File: src/rtl/bcd_field_reg.sv
// BCD register for one RTC calendar/time field with validated load, wrapping
// inc/dec between MIN_VAL and a static or run-time maximum, and carry/borrow pulses.
module bcd_field_reg #(
  parameter int DIGITS    = 2,
  parameter int MIN_VAL   = 1,
  parameter int MAX_VAL   = 31,
  parameter int RESET_VAL = 1
) (
  input  logic                  clk,
  input  logic                  reset,
  input  logic                  load_en,
  input  logic [4*DIGITS-1:0]   load_data,
  input  logic                  inc,
  input  logic                  dec,
  input  logic                  max_sel,
  input  logic [4*DIGITS-1:0]   dyn_max,
  output logic [4*DIGITS-1:0]   value,
  output logic                  carry,
  output logic                  borrow,
  output logic                  load_err
);

  localparam int W = 4*DIGITS;
  // 16^DIGITS > 10^DIGITS, so a W-bit binary holds any legal field value.
  localparam logic [W-1:0] MIN_B = MIN_VAL[W-1:0];
  localparam logic [W-1:0] MAX_B = MAX_VAL[W-1:0];
  localparam logic [W-1:0] RST_B = RESET_VAL[W-1:0];

  function automatic logic [W-1:0] to_bin(input logic [W-1:0] b);
    logic [W-1:0] r;
    r = '0;
    for (int i = DIGITS-1; i >= 0; i--) r = r * W'(10) + W'(b[4*i +: 4]);
    return r;
  endfunction

  function automatic logic [W-1:0] to_bcd(input logic [W-1:0] x);
    logic [W-1:0] r;
    logic [W-1:0] v;
    r = '0;
    v = x;
    for (int i = 0; i < DIGITS; i++) begin
      r[4*i +: 4] = 4'(v % W'(10));
      v = v / W'(10);
    end
    return r;
  endfunction

  function automatic logic is_bcd(input logic [W-1:0] b);
    logic ok;
    ok = 1'b1;
    for (int i = 0; i < DIGITS; i++) if (b[4*i +: 4] > 4'd9) ok = 1'b0;
    return ok;
  endfunction

  logic [W-1:0] val_bin, dyn_bin, ld_bin, eff_max;
  logic         dyn_ok, ld_ok;
  logic [W-1:0] value_nxt;
  logic         carry_nxt, borrow_nxt, load_err_nxt;

  assign val_bin = to_bin(value);
  assign dyn_bin = to_bin(dyn_max);
  assign ld_bin  = to_bin(load_data);

  // An out-of-range or non-BCD dyn_max silently falls back to MAX_VAL.
  assign dyn_ok  = is_bcd(dyn_max) && (dyn_bin >= MIN_B) && (dyn_bin <= MAX_B);
  assign eff_max = (max_sel && dyn_ok) ? dyn_bin : MAX_B;
  assign ld_ok   = is_bcd(load_data) && (ld_bin >= MIN_B) && (ld_bin <= eff_max);

  always_comb begin
    value_nxt    = value;
    carry_nxt    = 1'b0;
    borrow_nxt   = 1'b0;
    load_err_nxt = 1'b0;
    if (load_en) begin
      if (ld_ok) value_nxt = load_data;
      else       load_err_nxt = 1'b1;
    end else if (inc && !dec) begin
      if (val_bin >= eff_max) begin
        value_nxt = to_bcd(MIN_B);
        carry_nxt = 1'b1;
      end else begin
        value_nxt = to_bcd(val_bin + W'(1));
      end
    end else if (dec && !inc) begin
      // Value stranded above a lowered maximum clamps down without a borrow.
      if (val_bin > eff_max) begin
        value_nxt = to_bcd(eff_max);
      end else if (val_bin <= MIN_B) begin
        value_nxt  = to_bcd(eff_max);
        borrow_nxt = 1'b1;
      end else begin
        value_nxt = to_bcd(val_bin - W'(1));
      end
    end
  end

  always_ff @(posedge clk) begin
    if (reset) begin
      value    <= to_bcd(RST_B);
      carry    <= 1'b0;
      borrow   <= 1'b0;
      load_err <= 1'b0;
    end else begin
      value    <= value_nxt;
      carry    <= carry_nxt;
      borrow   <= borrow_nxt;
      load_err <= load_err_nxt;
    end
  end

endmodule

File: config.mk
export PLATFORM = sky130hd
export DESIGN_NAME = bcd_field_reg
export DESIGN_NICKNAME = d
export VERILOG_FILES = /design/src/rtl/bcd_field_reg.sv
export SDC_FILE = /design/constraint.sdc
export NUM_CORES = 1
export LEC_CHECK = 0
export ABC_AREA = 0
export BUFFER_PORTS_ARGS = -buffer_cell sky130_fd_sc_hd__buf_4
export CORE_MARGIN = 5
export CORE_UTILIZATION = 35
export DETAILED_ROUTE_END_ITERATION = 10
export HOLD_SLACK_MARGIN = 0.03
export PLACE_DENSITY_LB_ADDON = 0.2
export SLEW_MARGIN = 5
export SYNTH_ARGS = -nofsm -noshare
export SYNTH_HDL_FRONTEND = slang
export SYNTH_SLANG_ARGS = --single-unit
export TNS_END_PERCENT = 20
File: constraint.sdc
create_clock -name clk -period 14 [get_ports clk]
set_input_delay 0.7 -clock clk [delete_from_list [all_inputs] [get_ports clk]]
set_output_delay 0.7 -clock clk [all_outputs]
set_load 0.005 [all_outputs]
# Word-level counts from Yosys, hierarchy flattened
# Index checks and enable logic that the tools add are counted.
[classes] addsub=5 n_mul=3 div=9 n_lt_le_gt_ge=11 eq_ne=1 shift=0 muxes=15 bitwise=3 n_reduce_logical=14
[ops] op="$mux W8" n=8
[ops] op="$mod A8 B4 Y8 const B" n=6
[ops] op="$add A8 B4 Y8" n=3
[ops] op="$div A8 B4 Y8 const B" n=3
[ops] op="$mul A4 B3 Y7 const B" n=3
[ops] op="$ge A8 B1 Y1 const B" n=2
[ops] op="$gt A4 B4 Y1 const B" n=4
[ops] op="$add A8 B1 Y8 const B" n=1
[ops] op="$ge A8 B8 Y1" n=1
[ops] op="$gt A8 B8 Y1" n=1
[ops] op="$le A8 B1 Y1 const B" n=1
[ops] op="$le A8 B5 Y1 const B" n=1
[ops] op="$le A8 B8 Y1" n=1
[ops] op="$sub A8 B1 Y8 const B" n=1
[ops] op="$logic_and A1 B1 Y1" n=7
[ops] op="$mux W1" n=7
[ops] op="$reduce_or A5 Y1" n=1
[ops] op="$not A1 Y1" n=3
[ops] op="$reduce_bool A3 Y1" n=1
[ops] op="$reduce_or A3 Y1" n=1
[ops] op="$logic_not A1 Y1" n=2
[ops] op="$ne A2 B1 Y1 const B" n=1
[ops] op="$reduce_and A2 Y1" n=1
[ops] op="$reduce_or A2 Y1" n=1
[totals] reg_bits=11 latchBits=0 mem_bits_rw=0 mem_bits_ro=0 inputBits=22 out_inout_bits=11 wordCells=65 n_memories=0

# Logic depth before layout (Yosys ltp)
[depth] depth_word=14 mapped_depth=28 ltp_nobuf=27

# Least setup slack after synthesis
# OpenSTA, ideal clock, no wires.
[synth_timing] path_kind="register to register" startpoint="reg value[5]" endpoint="reg value[6]" setup_ps=91 t_arrival_ps=5405 t_required_ps=13909 setup_slack_ps=8504 path_stages_with_launch=27 n_path_buf=1 period_less_slack_ps=5496 cell_sequence="dfxtp_1 > ha_1 > ha_1 > fa_1 > buf_4 > nand2_1 > nor3_2 > a22oi_1 > xnor2_2 > inv_2 > ha_1 > nand2_1 > mux2_2 > a32oi_1 > mux2i_1 > a311oi_1 > nand2_2 > inv_2 > a21oi_1 > o31ai_4 > a31oi_1 > nor2_1 > nor2_1 > ha_1 > nor4_1 > a211oi_1 > a311oi_1"
[synth_between] elab_chain_cells=10 word_cells_on_any_way=17 cone_classes="3 x add/sub; 1 x mul; 4 x div; 3 x order compare; 6 x mux"
[synth_lines] element="start: declaration" line="17" text="output logic [4*DIGITS-1:0] value,"
[synth_lines] element="start signal: assignment" line="99" text="value <= to_bcd(RST_B);"
[synth_lines] element="start signal: assignment" line="104" text="value <= value_nxt;"
[synth_lines] element="$mul A4 B3 Y7 (*)" line="32" text="for (int i = DIGITS-1; i >= 0; i--) r = r * W'(10) + W'(b[4*i +: 4]);"
[synth_lines] element="$add A8 B4 Y8 (*)" line="32"
[synth_lines] element="$sub A8 B1 Y8" line="92" text="value_nxt = to_bcd(val_bin - W'(1));"
[synth_lines] element="$div A8 B4 Y8" line="43" text="v = v / W'(10);"
[synth_lines] element="$mod A8 B4 Y8" line="42" text="r[4*i +: 4] = 4'(v % W'(10));"
[synth_lines] element="$mux W8" line="88" text="end else if (val_bin <= MIN_B) begin"
[synth_lines] element="$mux W8" line="86" text="if (val_bin > eff_max) begin"
[synth_lines] element="$mux W8" line="84" text="end else if (dec && !inc) begin"
[synth_lines] element="$mux W8 (*)" line="77" text="end else if (inc && !dec) begin"
[synth_lines] element="$mux W8 (*)" line="74" text="if (load_en) begin"
# Every way passes the cells marked *; elsewhere a longest branch is shown, timed or not. The select of a mux whose other input is x is not followed.
# A chain may end at the register's enable or synchronous reset.

# Worst setup path after layout
[layout_timing] startpoint="reg value[6]" endpoint="reg value[6]"
# Same word-level chain as after synthesis.

==> metrics.cfg <==
[status]
status=finished clean

[setup_path]
reg2reg_to=value[6]
end_kind=flop
critPathKind=flop to flop
startpoint=value[6]
critPathRequiredTime_ns=14.15
reg2reg_slack_ns=6.73
path_buf_inv=5
max_stage_delay_ns=0.93
cp_top_family=compound AO/OA/AOI/OAI gates
arrival_ns=7.42
startpoint_type=flop
r2r_cells=27
rr_startpoint=value[6]
crit_fanout=11
cpMaxStageDelayCell=xnor2_1

[detailed_routing]
drc=0
final_antenna_net_count=0
firstDrtPassIters=6
vias=4497
dr.first_iter.drc_count=301
wl_um=12800
vias_per_cell=5.83
wl_per_cell_um=16.5

[global_routing]
grt_usage=0.173
grt_max_degree=21
antenna_found_initial=0
grt_pass1_wl_um=21300
overflow=0
grt_pass1_vias=4337

[synth]
yosysMostFrequentCell=ha_1
synth_cells=582
ys_ff_latch=11
synth_edf_count=0
synth-seq-area-share=0.0511
ys_top_cells_by_count=ha_1, a21oi_1, nor2_1
avgSynthCellArea_um2=7.41
ys_async_sr_fraction=0
synth_cell_types=91
synth_top_area_cell=ha_1
synth_top_area_frac=0.162
ys_warn_count=0
ys.flop_type=dfxtp_1
netlist_area_mm2=0.00431
synth_area_leaders=ha_1, a21oi_1, xnor2_1

[placed_design]
io_buffers=32
post-place-ws_ns=6.84
dp_hpwl_um=10400
dpl_cell_area_mm2=0.00468
gp_congestion=0.888
dp_cells=768

[floorplan]
pin_count=33
fp.dieArea_mm2=0.0146
die_w_um=121
core_area_mm2=0.0121
die_h_um=121
start_util=0.358
num_rows=40

[job]
cap_violations=0

[clock_tree]
clock_sinks=11
cts_buffer_depth=2
clkTransAtPathRegs_ns=0.04
cts_max_level=1
cts-buffers-inserted=3
clk_latency_ns=0.24
tritoncts=done
cts_resized=0
ctsRootBufferMaster=clkbuf_16
postCtsSetupBuffers=0
cts.hold.buffers_added=0

[hold_path]
holdPathEnd=value[1]
hold_start=value[1]
hold_class=flop to flop
whs_path_depth=2

[layout]
ff_latch_area_um2=220
final_util=0.395
fin_nets=689
drive_gt1_frac=0.136
final_cell_area_mm2=0.00476
area_growth_pct=10.4
antenna_cells=0
multi_input_area_mm2=0.00389
fillCellCount=1281
stdcell_count=772

[timing]
worst_pin_slew_ns=1.18
fin_hold_ws_ns=0.610
rsz0062_at_grt=no
finalHoldViolations=0
fin_crit_sh=0.519
skew_ns=0.00155
period_needed_ns=7.27
setup_viol_count_final=0
setup_ws_ns=6.73
slew_viol_final=0
fmax_mhz=138
setup-tns-final_ns=0
relSlewSlack=0.214

[power_and_ir_drop]
p_total_uw=855
max-vdd-ir-drop_mv=0.121
power.leakage_nw=2.01
power_density_mw_per_mm2=180

layout make-up:
cell class                 count  area share
clock buffer                   4      0.0166
inverter                      28      0.0221
multi-input combinational    527       0.817
sequential                    11      0.0463
tap                          168      0.0442
timing repair buffer          34      0.0536
worst reg2reg max path, stage by stage, from the launching register on:
cell	delay, ns
dfxtp_1	0.46
ha_1	0.29
ha_1	0.38
xnor2_1	0.93
inv_2	0.29
or2_1	0.35
a22oi_1	0.28
xnor2_2	0.19
inv_2	0.12
ha_1	0.26
nand2_1	0.06
mux2_2	0.17
a2bb2oi_1	0.07
mux2i_1	0.13
buf_4	0.20
inv_2	0.11
a311oi_1	0.48
nand2_2	0.17
inv_2	0.15
a21oi_1	0.09
o31ai_4	0.35
a31oi_1	0.19
nor2_1	0.18
nor2_1	0.07
ha_1	0.29
nor4_1	0.50
a211oi_1	0.10
a311oi_1	0.30
logic make-up after synthesis:
| group | Yosys count | synth area share |
|---|---|---|
| AOI/OAI and AO/OA | 200 | 0.330 |
| xor gates and xnor gates | 45 | 0.102 |
| adders and majority gates | 63 | 0.193 |
| buffers and inverters | 49 | 0.0513 |
| DFF | 11 | 0.0511 |
| muxes | 9 | 0.0215 |
| other | 1 | 0.000869 |
| and+or+nand+nor | 204 | 0.250 |
flip-flops by register name, summed over array words and instances (netlist names):
name	flops
borrow	1
carry	1
load_err	1
value	8
how the worst max path moves through the flow:
| stage | endpoint | cells after the start |
|---|---|---|
| after floorplan | value[6] | 26 |
| after global placement | value[6] | 27 |
| after detailed placement | value[6] | 27 |
| after CTS | value[6] | 27 |
| after global routing | value[6] | 27 |
| final | value[6] | 27 |
cells in the final DEF, fill, tap and decap left out, types with 5 or more instances in the layout:
cell,count
xor2_1,11
dfxtp_1,11
fa_1,6
a31oi_1,8
mux2i_1,7
nand4_1,10
nor4_1,5
nand2b_1,10
nor2_1,48
or2_2,6
o21ai_0,26
ha_1,56
conb_1,6
inv_1,17
nand2_1,41
and2_1,5
nor3_1,12
nor2b_1,10
or3_1,7
nand3_1,22
o211ai_1,14
xnor2_1,29
or4_1,6
a211oi_1,6
o21ai_1,12
a21o_1,17
inv_2,11
a21oi_1,53
buf_4,34
metal layers:
layer	up-vias	track usage	part of all wire
li1	2242	-	-
met1	2146	0.241	0.49
met2	95	0.292	0.46
met3	14	0.0163	0.032
met4	0	0.0333	0.014
met5	-	0	0
power breakdown:
| part | internal [mW] | leakage (nW) | switching, mW |
|---|---|---|---|
| Clock | 0.0383 | 0.0382 | 0.0150 |
| Sequential | 0.0360 | 0.0903 | 0.00775 |
| Combinational | 0.290 | 1.88 | 0.468 |
| Total | 0.364 | 2.01 | 0.491 |
No activity file was read; power rests on OpenSTA's default activity.
